--- src/rtl/rail_booking_engine.sv ---
// Seat reservation engine for a small rail network: per-seat segment occupancy,
// first-fit all-or-nothing booking and single-seat cancellation.
module rail_booking_engine #(
    parameter int NUM_TRAINS   = 4,
    parameter int NUM_SEATS    = 10,
    parameter int NUM_STNS     = 5,
    parameter int FARE_PER_SEG = 50,
    localparam int TID_W  = (NUM_TRAINS > 1) ? $clog2(NUM_TRAINS) : 1,
    localparam int STN_W  = 3,
    localparam int SEAT_W = 4,
    localparam int CNT_W  = 4
) (
    input  logic                             clk,
    input  logic                             rst,
    input  logic                             req_valid,
    output logic                             req_ready,
    input  logic                             op,
    input  logic [TID_W-1:0]                 train_id,
    input  logic [STN_W-1:0]                 src,
    input  logic [STN_W-1:0]                 dest,
    input  logic [CNT_W-1:0]                 num_tickets,
    input  logic [SEAT_W-1:0]                cancel_seat,
    output logic                             done,
    output logic                             success,
    output logic [1:0]                       err_code,
    output logic [CNT_W-1:0]                 booked_count,
    output logic [NUM_SEATS*SEAT_W-1:0]      booked_seats,
    output logic [9:0]                       fare,
    output logic [15:0]                      total_fare,
    output logic [NUM_TRAINS*NUM_SEATS-1:0]  seat_status
);
    localparam int NSEG  = NUM_STNS - 1;
    localparam int NCELL = NUM_TRAINS * NUM_SEATS;

    typedef enum logic [2:0] {IDLE, VALIDATE, SCAN, COMMIT, DONE} state_t;
    state_t state, state_nx;

    logic                             op_q;
    logic [TID_W-1:0]                 tid_q;
    logic [STN_W-1:0]                 src_q, dest_q;
    logic [CNT_W-1:0]                 num_q;
    logic [SEAT_W-1:0]                cseat_q;
    logic [SEAT_W-1:0]                scan_seat;
    logic [CNT_W-1:0]                 cand_cnt, cnt_after;
    logic [NUM_SEATS-1:0][SEAT_W-1:0] cand;
    logic [NUM_SEATS-1:0]             cand_bits;
    logic [NCELL-1:0][NSEG-1:0]       occ, occ_nx;
    logic [NCELL-1:0]                 status_nx;
    logic [NSEG-1:0]                  rmask, scan_mask, cancel_mask;
    logic [9:0]                       fare_calc;
    logic                             invalid, seat_free, commit_ok;

    assign req_ready = (state == IDLE);
    assign done      = (state == DONE);

    always_comb begin
        rmask = '0;
        for (int j = 0; j < NSEG; j++)
            if (j >= int'(src_q) && j < int'(dest_q)) rmask[j] = 1'b1;
    end

    // Only meaningful for valid routes; the invalid path reports zero instead.
    assign fare_calc = 10'((int'(dest_q) - int'(src_q)) * FARE_PER_SEG);

    assign invalid = (int'(tid_q) >= NUM_TRAINS) || (src_q >= dest_q) ||
                     (int'(dest_q) >= NUM_STNS) ||
                     (!op_q && (num_q == '0 || int'(num_q) > NUM_SEATS)) ||
                     (op_q && int'(cseat_q) >= NUM_SEATS);

    always_comb begin
        scan_mask   = '0;
        cancel_mask = '0;
        for (int t = 0; t < NUM_TRAINS; t++)
            for (int s = 0; s < NUM_SEATS; s++)
                if (int'(tid_q) == t) begin
                    if (int'(scan_seat) == s) scan_mask   = occ[t*NUM_SEATS+s];
                    if (int'(cseat_q) == s)   cancel_mask = occ[t*NUM_SEATS+s];
                end
    end

    assign seat_free = ~|(scan_mask & rmask);
    assign cnt_after = cand_cnt + CNT_W'(seat_free);
    assign commit_ok = op_q ? ((cancel_mask & rmask) == rmask) : (cand_cnt == num_q);

    always_comb begin
        occ_nx = occ;
        if (state == COMMIT && commit_ok)
            for (int t = 0; t < NUM_TRAINS; t++)
                for (int s = 0; s < NUM_SEATS; s++)
                    if (int'(tid_q) == t) begin
                        if (!op_q && cand_bits[s])
                            occ_nx[t*NUM_SEATS+s] = occ[t*NUM_SEATS+s] | rmask;
                        if (op_q && int'(cseat_q) == s)
                            occ_nx[t*NUM_SEATS+s] = occ[t*NUM_SEATS+s] & ~rmask;
                    end
        for (int i = 0; i < NCELL; i++) status_nx[i] = |occ_nx[i];
    end

    always_comb begin
        state_nx = state;
        case (state)
            IDLE:     if (req_valid) state_nx = VALIDATE;
            VALIDATE: state_nx = invalid ? DONE : (op_q ? COMMIT : SCAN);
            SCAN:     if (cnt_after == num_q || scan_seat == SEAT_W'(NUM_SEATS - 1))
                          state_nx = COMMIT;
            COMMIT:   state_nx = DONE;
            DONE:     state_nx = IDLE;
            default:  state_nx = IDLE;
        endcase
    end

    always_ff @(posedge clk) begin
        if (rst) begin
            state        <= IDLE;
            occ          <= '0;
            seat_status  <= '0;
            op_q         <= 1'b0;
            tid_q        <= '0;
            src_q        <= '0;
            dest_q       <= '0;
            num_q        <= '0;
            cseat_q      <= '0;
            scan_seat    <= '0;
            cand_cnt     <= '0;
            cand         <= '0;
            cand_bits    <= '0;
            success      <= 1'b0;
            err_code     <= 2'd0;
            booked_count <= '0;
            booked_seats <= '0;
            fare         <= '0;
            total_fare   <= '0;
        end else begin
            state       <= state_nx;
            occ         <= occ_nx;
            seat_status <= status_nx;
            case (state)
                IDLE: if (req_valid) begin
                    op_q      <= op;
                    tid_q     <= train_id;
                    src_q     <= src;
                    dest_q    <= dest;
                    num_q     <= num_tickets;
                    cseat_q   <= cancel_seat;
                    scan_seat <= '0;
                    cand_cnt  <= '0;
                    cand      <= '0;
                    cand_bits <= '0;
                end
                VALIDATE: if (invalid) begin
                    success      <= 1'b0;
                    err_code     <= 2'd1;
                    booked_count <= '0;
                    booked_seats <= '0;
                    fare         <= '0;
                    total_fare   <= '0;
                end
                SCAN: begin
                    scan_seat <= scan_seat + SEAT_W'(1);
                    if (seat_free) begin
                        cand_cnt <= cnt_after;
                        for (int k = 0; k < NUM_SEATS; k++)
                            if (k == int'(cand_cnt)) cand[k] <= scan_seat;
                        for (int s = 0; s < NUM_SEATS; s++)
                            if (s == int'(scan_seat)) cand_bits[s] <= 1'b1;
                    end
                end
                COMMIT: begin
                    fare <= fare_calc;
                    if (commit_ok) begin
                        success  <= 1'b1;
                        err_code <= 2'd0;
                        if (op_q) begin
                            booked_count <= CNT_W'(1);
                            booked_seats <= {{((NUM_SEATS-1)*SEAT_W){1'b0}}, cseat_q};
                            total_fare   <= 16'(fare_calc);
                        end else begin
                            booked_count <= num_q;
                            booked_seats <= cand;
                            total_fare   <= 16'(int'(fare_calc) * int'(num_q));
                        end
                    end else begin
                        success      <= 1'b0;
                        err_code     <= op_q ? 2'd3 : 2'd2;
                        booked_count <= '0;
                        booked_seats <= '0;
                        total_fare   <= '0;
                    end
                end
                default: ;
            endcase
        end
    end
endmodule
--- config.mk ---
export PLATFORM = sky130hd
export DESIGN_NAME = rail_booking_engine
export DESIGN_NICKNAME = d
export VERILOG_FILES = /design/src/rtl/rail_booking_engine.sv
export SDC_FILE = /design/constraint.sdc
export NUM_CORES = 1
export LEC_CHECK = 0
export CAP_MARGIN = 20
export CORE_MARGIN = 2
export CORE_UTILIZATION = 55
export DETAILED_ROUTE_END_ITERATION = 8
export GPL_TIMING_DRIVEN = 0
export PLACE_DENSITY = 0.75
export REMOVE_ABC_BUFFERS = 1
export SYNTH_ARGS = -nofsm -noshare
export SYNTH_HDL_FRONTEND = slang
export SYNTH_SLANG_ARGS = --single-unit
--- constraint.sdc ---
create_clock -name clk -period 7.3 [get_ports clk]
set_input_delay 1.46 -clock clk [delete_from_list [all_inputs] [get_ports clk]]
set_output_delay 1.46 -clock clk [all_outputs]
set_load 0.01 [all_outputs]
==> results.txt, run 1 <==
share of cells above drive strength 1 - 8.23%
RSZ-0062 raised after global routing - false
Worst R2R Path Depth - 22
critical path fanouts, max - 9
Residual DRC - 0
area grow syn2layout - 14.9%
largest net degree at the start of global routing - 159
initial antenna violation count - 5
final hold vios - 0
initial DRC count - 3477
chip height - 196 um
WL per Instance - 30.0 um
final setup vio count - 0
cell area after layout - 23200 um2
HPWL Detailed - 65500 um
Port Buf Inserts - 130
Final Instance Count excl. Fillers - 3044
Synth area leaders - dfxtp_1 (34%), nor2_1 (6.5%), a22oi_1 (5.8%)
GRT busiest layer - met2
final hold slack - 468 ps
sequential area share after synthesis - 34.4%
row cnt - 70
H-Tree Depth - 2
#FFs+latches synth - 347
Slew HR - 10.8%
setup_tns - 0 ps
adder-cell share of the synthesized area - 4.07%
first-pass GRT wire length - 133000 um
maxcap violations - 0
CTS Root Cell - clkbuf_16
power density cells - 219 nW/um2
Post-synth EDFFs - 0
Final min period - 6910 ps
Critical Path Sink - total_fare[13]
post-DR vias/cell - 7.19
multi-input logic area - 12100 um2
main combinational cell family by area after synthesis - compound AO/OA/AOI/OAI gates
Vias - 21900
critical path type - flip-flop to flip-flop
RR Startpoint - src_q[0]
mux cell area share after synthesis - 2.98%
xor/xnor share of the synthesized area - 0.996%
status - complete, no violations
hold buffer count at cts - 0
Main synth FF type - dfxtp_1
Setup crit end kind - flip-flop
Pleak - 0.00790 uW
asr flop ratio synth - 0%
global placement routability congestion - 1.10
Final ANT Viol Nets - 0
Max Freq - 145 MHz
FILL cells - 3119
crit path from - src_q[0]
GR met2 Demand/Resource - 68.3%
Synth Area in Simple Gates - 24.8%
postcts setup bufs - 0
Startpoint Class - flip-flop
area of the die - 38300 um2
compound-cell area share of the yosys netlist - 26.6%
Final Util - 63.8%
max-slew violations - 0
Post-Syn Area per Cell - 7.97 um2
Placed Area - 21900 um2
vias in the first global route - 20500
VDD IR max - 0.207 mV
post-cts sizing count - 0
post-synth top area share - 34.4%
Synth area leader - dfxtp_1
register area - 6960 um2
Clock Latency Late Sink - 590 ps
Worst Path Arrival - 7360 ps
initial cell density of the core - 55.5%
hold crit path type - flip-flop to flip-flop
R2R Path End - total_fare[13]
TritonCTS clock tree - done
yosys warns - 0
fin crit share - 94.7%
Worst-Margin Slew - 1330 ps
M3 GR Usage - 16.9%
CTS Buf Count - 38
post-synth cell types - 108
CTS sink count - 347
final net count - 2623
Worst EP required - 7740 ps
Post-Route WL - 91500 um
GRT Util Overall - 46.7%
Post-Syn Area - 20200 um2
Gate Count Post-Synth - 2537
GRT met1 Usage - 57.4%
First-pass DRT Iterations - 6
Clock Skew - 28.1 ps
Core Area - 36400 um2
GRT Residual Overflow - 0
num ports - 135
Clock Path Buffers - 3
Die Wd - 196 um
flop2flop setup slack - 390 ps
placed insts - 2972
clock slew at reported path FFs - 60 ps
==> routing by layer <==
layer	share of wire, %	wire length, um
met1	37	33400
met2	41	37800
met3	14	12700
met4	8.2	7460
met5	0.092	84
==> layout by cell type (no fill, tap or decap), drive strengths merged, types with 28 or more instances in the layout <==
master / synthesis / final
nor3: 45 / 45
clkbuf: 124 / 48
o21ai: 106 / 106
ha: 37 / 37
nor2: 354 / 354
a21oi: 144 / 144
and2: 28 / 28
nor2b: 31 / 31
inv: 62 / 65
o22ai: 43 / 43
a31oi: 64 / 64
clkdlybuf4s50: 0 / 129
nand2: 309 / 309
buf: 85 / 47
nand3: 76 / 76
dfxtp: 347 / 347
a22oi: 157 / 157
mux2i: 40 / 40
==> report_power, final <==
part	switching (uW)	internal (uW)
clock network	855	1230
logic	699	324
registers	84.6	1910
total	1640	3460
==> worst min path at each step <==
stage / slack, ps / startpoint / endpoint / depth (start not counted)
final: 470 / cand[30] / cand[30] / 2
after global routing: 490 / cand[18] / cand[18] / 1
after CTS: 470 / booked_count[0] / booked_count[0] / 2
after detailed placement: 450 / cand[18] / cand[18] / 1
after global placement: 440 / cand_bits[8] / cand_bits[8] / 2
after floorplan: 430 / cand[2] / cand[2] / 1
==> logic make-up (layout without fill, tap and decap cells) <==
group | Yosys count | in the layout
and+or+nand+nor | 1016 | 1016
AOI/OAI and AO/OA | 768 | 768
DFF | 347 | 347
buffers and inverters | 271 | 306
muxes | 56 | 56
adders and majority gates | 55 | 55
xor gates and xnor gates | 23 | 23
other | 1 | 5
==> sequential cells by signal, indices dropped and copies added (netlist names), 9 cells and up <==
signal        flops
booked_seats     40
cand             40
cand_bits        10
fare              9
occ             160
seat_status      40
total_fare       13
==> Yosys cell counts, drive strengths merged (14+ instances only) <==
library cell,n
buf,85
nand2b,23
mux2i,40
mux2,14
nor3,45
nand3b,19
a21oi,144
o21ai,106
or3,27
a22oi,157
nor2b,31
o221ai,17
o22ai,43
o32ai,24
nand2,309
a41oi,27
o31ai,18
a221oi,14
and2,28
nor2,354
dfxtp,347
xnor2,15
a31oi,64
ha,37
nand3,76
inv,62
nor4,14
clkbuf,124
fa,18
==> layout make-up <==
cell class                      count  share of cell area, %
Inverter                           62                   1.00
Sequential cell                   347                   30.0
Antenna cell                        1                 0.0108
Clock inverter                     19                   1.17
Timing Repair Buffer              177                   8.64
Multi-Input combinational cell   1922                   52.2
Clock buffer                       48                   4.47
Tap cell                          468                   2.52
==> metrics by stage <==
stage,total power [uW],worst slack [ps]
after floorplan,2590,1200
after global placement,2930,-6270
after detailed placement,3000,566
after CTS,5040,417
after global routing,5220,108
final,5100,388
==> critical path: stages, from the launching register on <==
cell and delay, ps:
dfxtp_1 460, ha_1 190, inv_1 60, fa_1 380, fa_1 740, fa_1 500, ha_1 250, fa_1 500
ha_1 350, a31oi_1 130, xnor2_1 460, nand2_1 170, fa_1 580, inv_1 50, fa_1 440, ha_1 310
a21boi_0 150, o21a_1 190, nor2_1 230, o21bai_1 130, a21oi_1 250, xor2_1 190, o31ai_1 80
Power figures use the tool's default switching activity.
==> run 2, diff against run 1 <==
CORE_UTILIZATION = 47   (was 55)
HOLD_SLACK_MARGIN = 0.08   (was not set)
PLACE_DENSITY = 0.66   (was 0.75)
==> results.txt, run 2 (synthesis results as in run 1) <==
Clock Path Buffers - 3 (unchanged)
initial DRC count - 3062 (was 3477)
final net count - 2624 (was 2623)
num ports - 135 (unchanged)
first-pass GRT wire length - 131000 um (was 133000 um)
HPWL Detailed - 64600 um (was 65500 um)
initial antenna violation count - 1 (was 5)
vias in the first global route - 20000 (was 20500)
share of power burned in registers - 39.8% (was 39.1%)
RSZ-0062 raised after global routing - false (unchanged)
post-DR vias/cell - 6.85 (was 7.19)
CTS sink count - 347 (unchanged)
Sw Share - 32.2% (was 32.1%)
final hold slack - 463 ps (was 468 ps)
Vias - 21400 (was 21900)
initial cell density of the core - 47.9% (was 55.5%)
Port Buf Inserts - 130 (unchanged)
pre-CTS WS - 576 ps (was 566 ps)
Top reg by flops - occ (unchanged)
GRT Residual Overflow - 0 (unchanged)
area of the die - 44700 um2 (was 38300 um2)
Slew HR - 29.0% (was 10.8%)
CTS Buf Count - 39 (was 38)
TritonCTS clock tree - done (unchanged)
Worst EP required - 7750 ps (was 7740 ps)
Max Freq - 149 MHz (was 145 MHz)
status - complete, no violations (unchanged)
power density cells - 215 nW/um2 (was 219 nW/um2)
row cnt - 75 (was 70)
largest net degree at the start of global routing - 160 (was 159)
WL per Instance - 28.6 um (was 30.0 um)
Clock Skew - 25.9 ps (was 28.1 ps)
VDD IR max - 0.179 mV (was 0.207 mV)
hold crit path type - flip-flop to flip-flop (unchanged)
post-cts sizing count - 0 (unchanged)
hold buffer count at cts - 0 (unchanged)
area grow syn2layout - 15.2% (was 14.9%)
Final min period - 6730 ps (was 6910 ps)
critical path cell sequence - ha_1 -> inv_1 -> fa_1 -> fa_1 -> fa_1 -> ha_1 -> fa_1 -> ha_1 -> a31oi_1 -> xnor2_1 -> nand2_1 -> fa_1 -> inv_1 -> fa_1 -> ha_1 -> a21boi_0 -> o21a_1 -> nor2_1 -> o21bai_1 -> a21oi_1 -> xor2_1 -> o31ai_1 (unchanged)
Clock power frac - 39.9% (was 40.8%)
Setup crit end kind - flip-flop (unchanged)
setup_tns - 0 ps (unchanged)
maxcap violations - 0 (unchanged)
Residual DRC - 0 (unchanged)
worst setup margin - 572 ps (was 388 ps)
postcts setup bufs - 0 (unchanged)
clock slew at reported path FFs - 60 ps (about the same)
Startpoint Class - flip-flop (unchanged)
GRT Util Overall - 39.3% (was 46.7%)
global placement routability congestion - 1.10 (about the same)
Core Area - 42200 um2 (was 36400 um2)
max reg flops - 160 (unchanged)
fin crit share - 92.2% (was 94.7%)
Worst Path Arrival - 7180 ps (was 7360 ps)
CTS Root Cell - clkbuf_16 (unchanged)
Post-Route WL - 89200 um (was 91500 um)
commonest non-fill, non-tap cell in the layout - nor2_1 (unchanged)
Clock Latency Late Sink - 590 ps (about the same)
Critical-path top delay cell - fa_1 (unchanged)
chip height - 211 um (was 196 um)
First-pass DRT Iterations - 9 (was 6)
most used cell, CP - fa_1 (unchanged)
Power Internal - 3390 uW (was 3460 uW)
net switching power - 1610 uW (was 1640 uW)
critical path fanouts, max - 9 (unchanged)
max-slew violations - 0 (unchanged)
critical path type - flip-flop to flip-flop (unchanged)
final total power - 5010 uW (was 5100 uW)
Pleak - 0.00788 uW (was 0.00790 uW)
Die Wd - 211 um (was 196 um)
Worst path max stage delay - 750 ps (was 740 ps)
final hold vios - 0 (unchanged)
n_diodes - 0 (was 1)
part of the power in combinational logic - 20.3% (was 20.1%)
final setup vio count - 0 (unchanged)
Largest delay share family, worst path - adder cells (unchanged)
Buf/Inv on CP - 2 (unchanged)
Worst-Margin Slew - 1060 ps (was 1330 ps)
most frequent cells in the layout - nor2_1 (347), dfxtp_1 (338), nand2_1 (306), a22oi_1 (156), a21oi_1 (143) (was nor2_1 (349), dfxtp_1 (338), nand2_1 (306), a22oi_1 (156), a21oi_1 (143))
share of cells above drive strength 1 - 8.07% (was 8.23%)
Final ANT Viol Nets - 0 (unchanged)
H-Tree Depth - 2 (unchanged)
## run 2: cell count changes in the layout (fill, tap and decap cells not counted), moves of 2 or more
cell and change:
buf_4 -4, bufinv_16 -3, clkbuf_1 +7, buf_16 -2, clkbuf_8 +2, clkinv_2 -2
nor2_2 +2, buf_8 +3, nor3_1 +2, nor3_2 -2, nor2_1 -2, buf_12 +3
inv_6 -3
## run 2: routing by layer
layer	GRT usage, %	vias to the layer above	routed length [um]	share of wire, %
met5	0	-	0	0
met4	27.8	0	7280	8.2
met3	11.9	377	11000	12
met2	58.0	1437	37300	42
met1	48.8	10200	33600	38
li1	-	9337	-	-
## run 2: area by class of cell
cell class | count | area (um2)
clock buffers | 57 | 1100
clock inverters | 12 | 163
fillers | 3976 | 18900
inverters | 62 | 233
multi-input cells | 1922 | 12100
flip-flops and latches | 347 | 6960
well taps | 539 | 674
repair buffers | 177 | 2030
## run 2: final timing paths
path / from / endpoint / slack (ps) / cells after the start
min reg2reg: cand[10] / cand[10] / 460 / 1
min: cand[10] / cand[10] / 460 / 1
max: src_q[0] / total_fare[13] / 570 / 22
max reg2reg: src_q[0] / total_fare[13] / 570 / 22
## run 2: power groups by stage
stage / registers (uW) / clock network (uW) / logic (uW)
after floorplan: 2010 / 0 / 577
after detailed placement: 2030 / 0 / 977
after CTS: 1990 / 2020 / 982
final: 1990 / 2000 / 1020
after global routing: 1990 / 2090 / 1090
after global placement: 2060 / 0 / 876
## run 2: per-stage QoR
stage / cells / instance area (um2) / util, %
after floorplan: 2331 / 19200 / -
after global placement: 3000 / 21200 / 50.2
after detailed placement: 3043 / 22000 / 52.1
after CTS: 3112 / 23300 / 55.1
after global routing: 3116 / 23300 / 55.2
final: 3116 / 23300 / 55.2
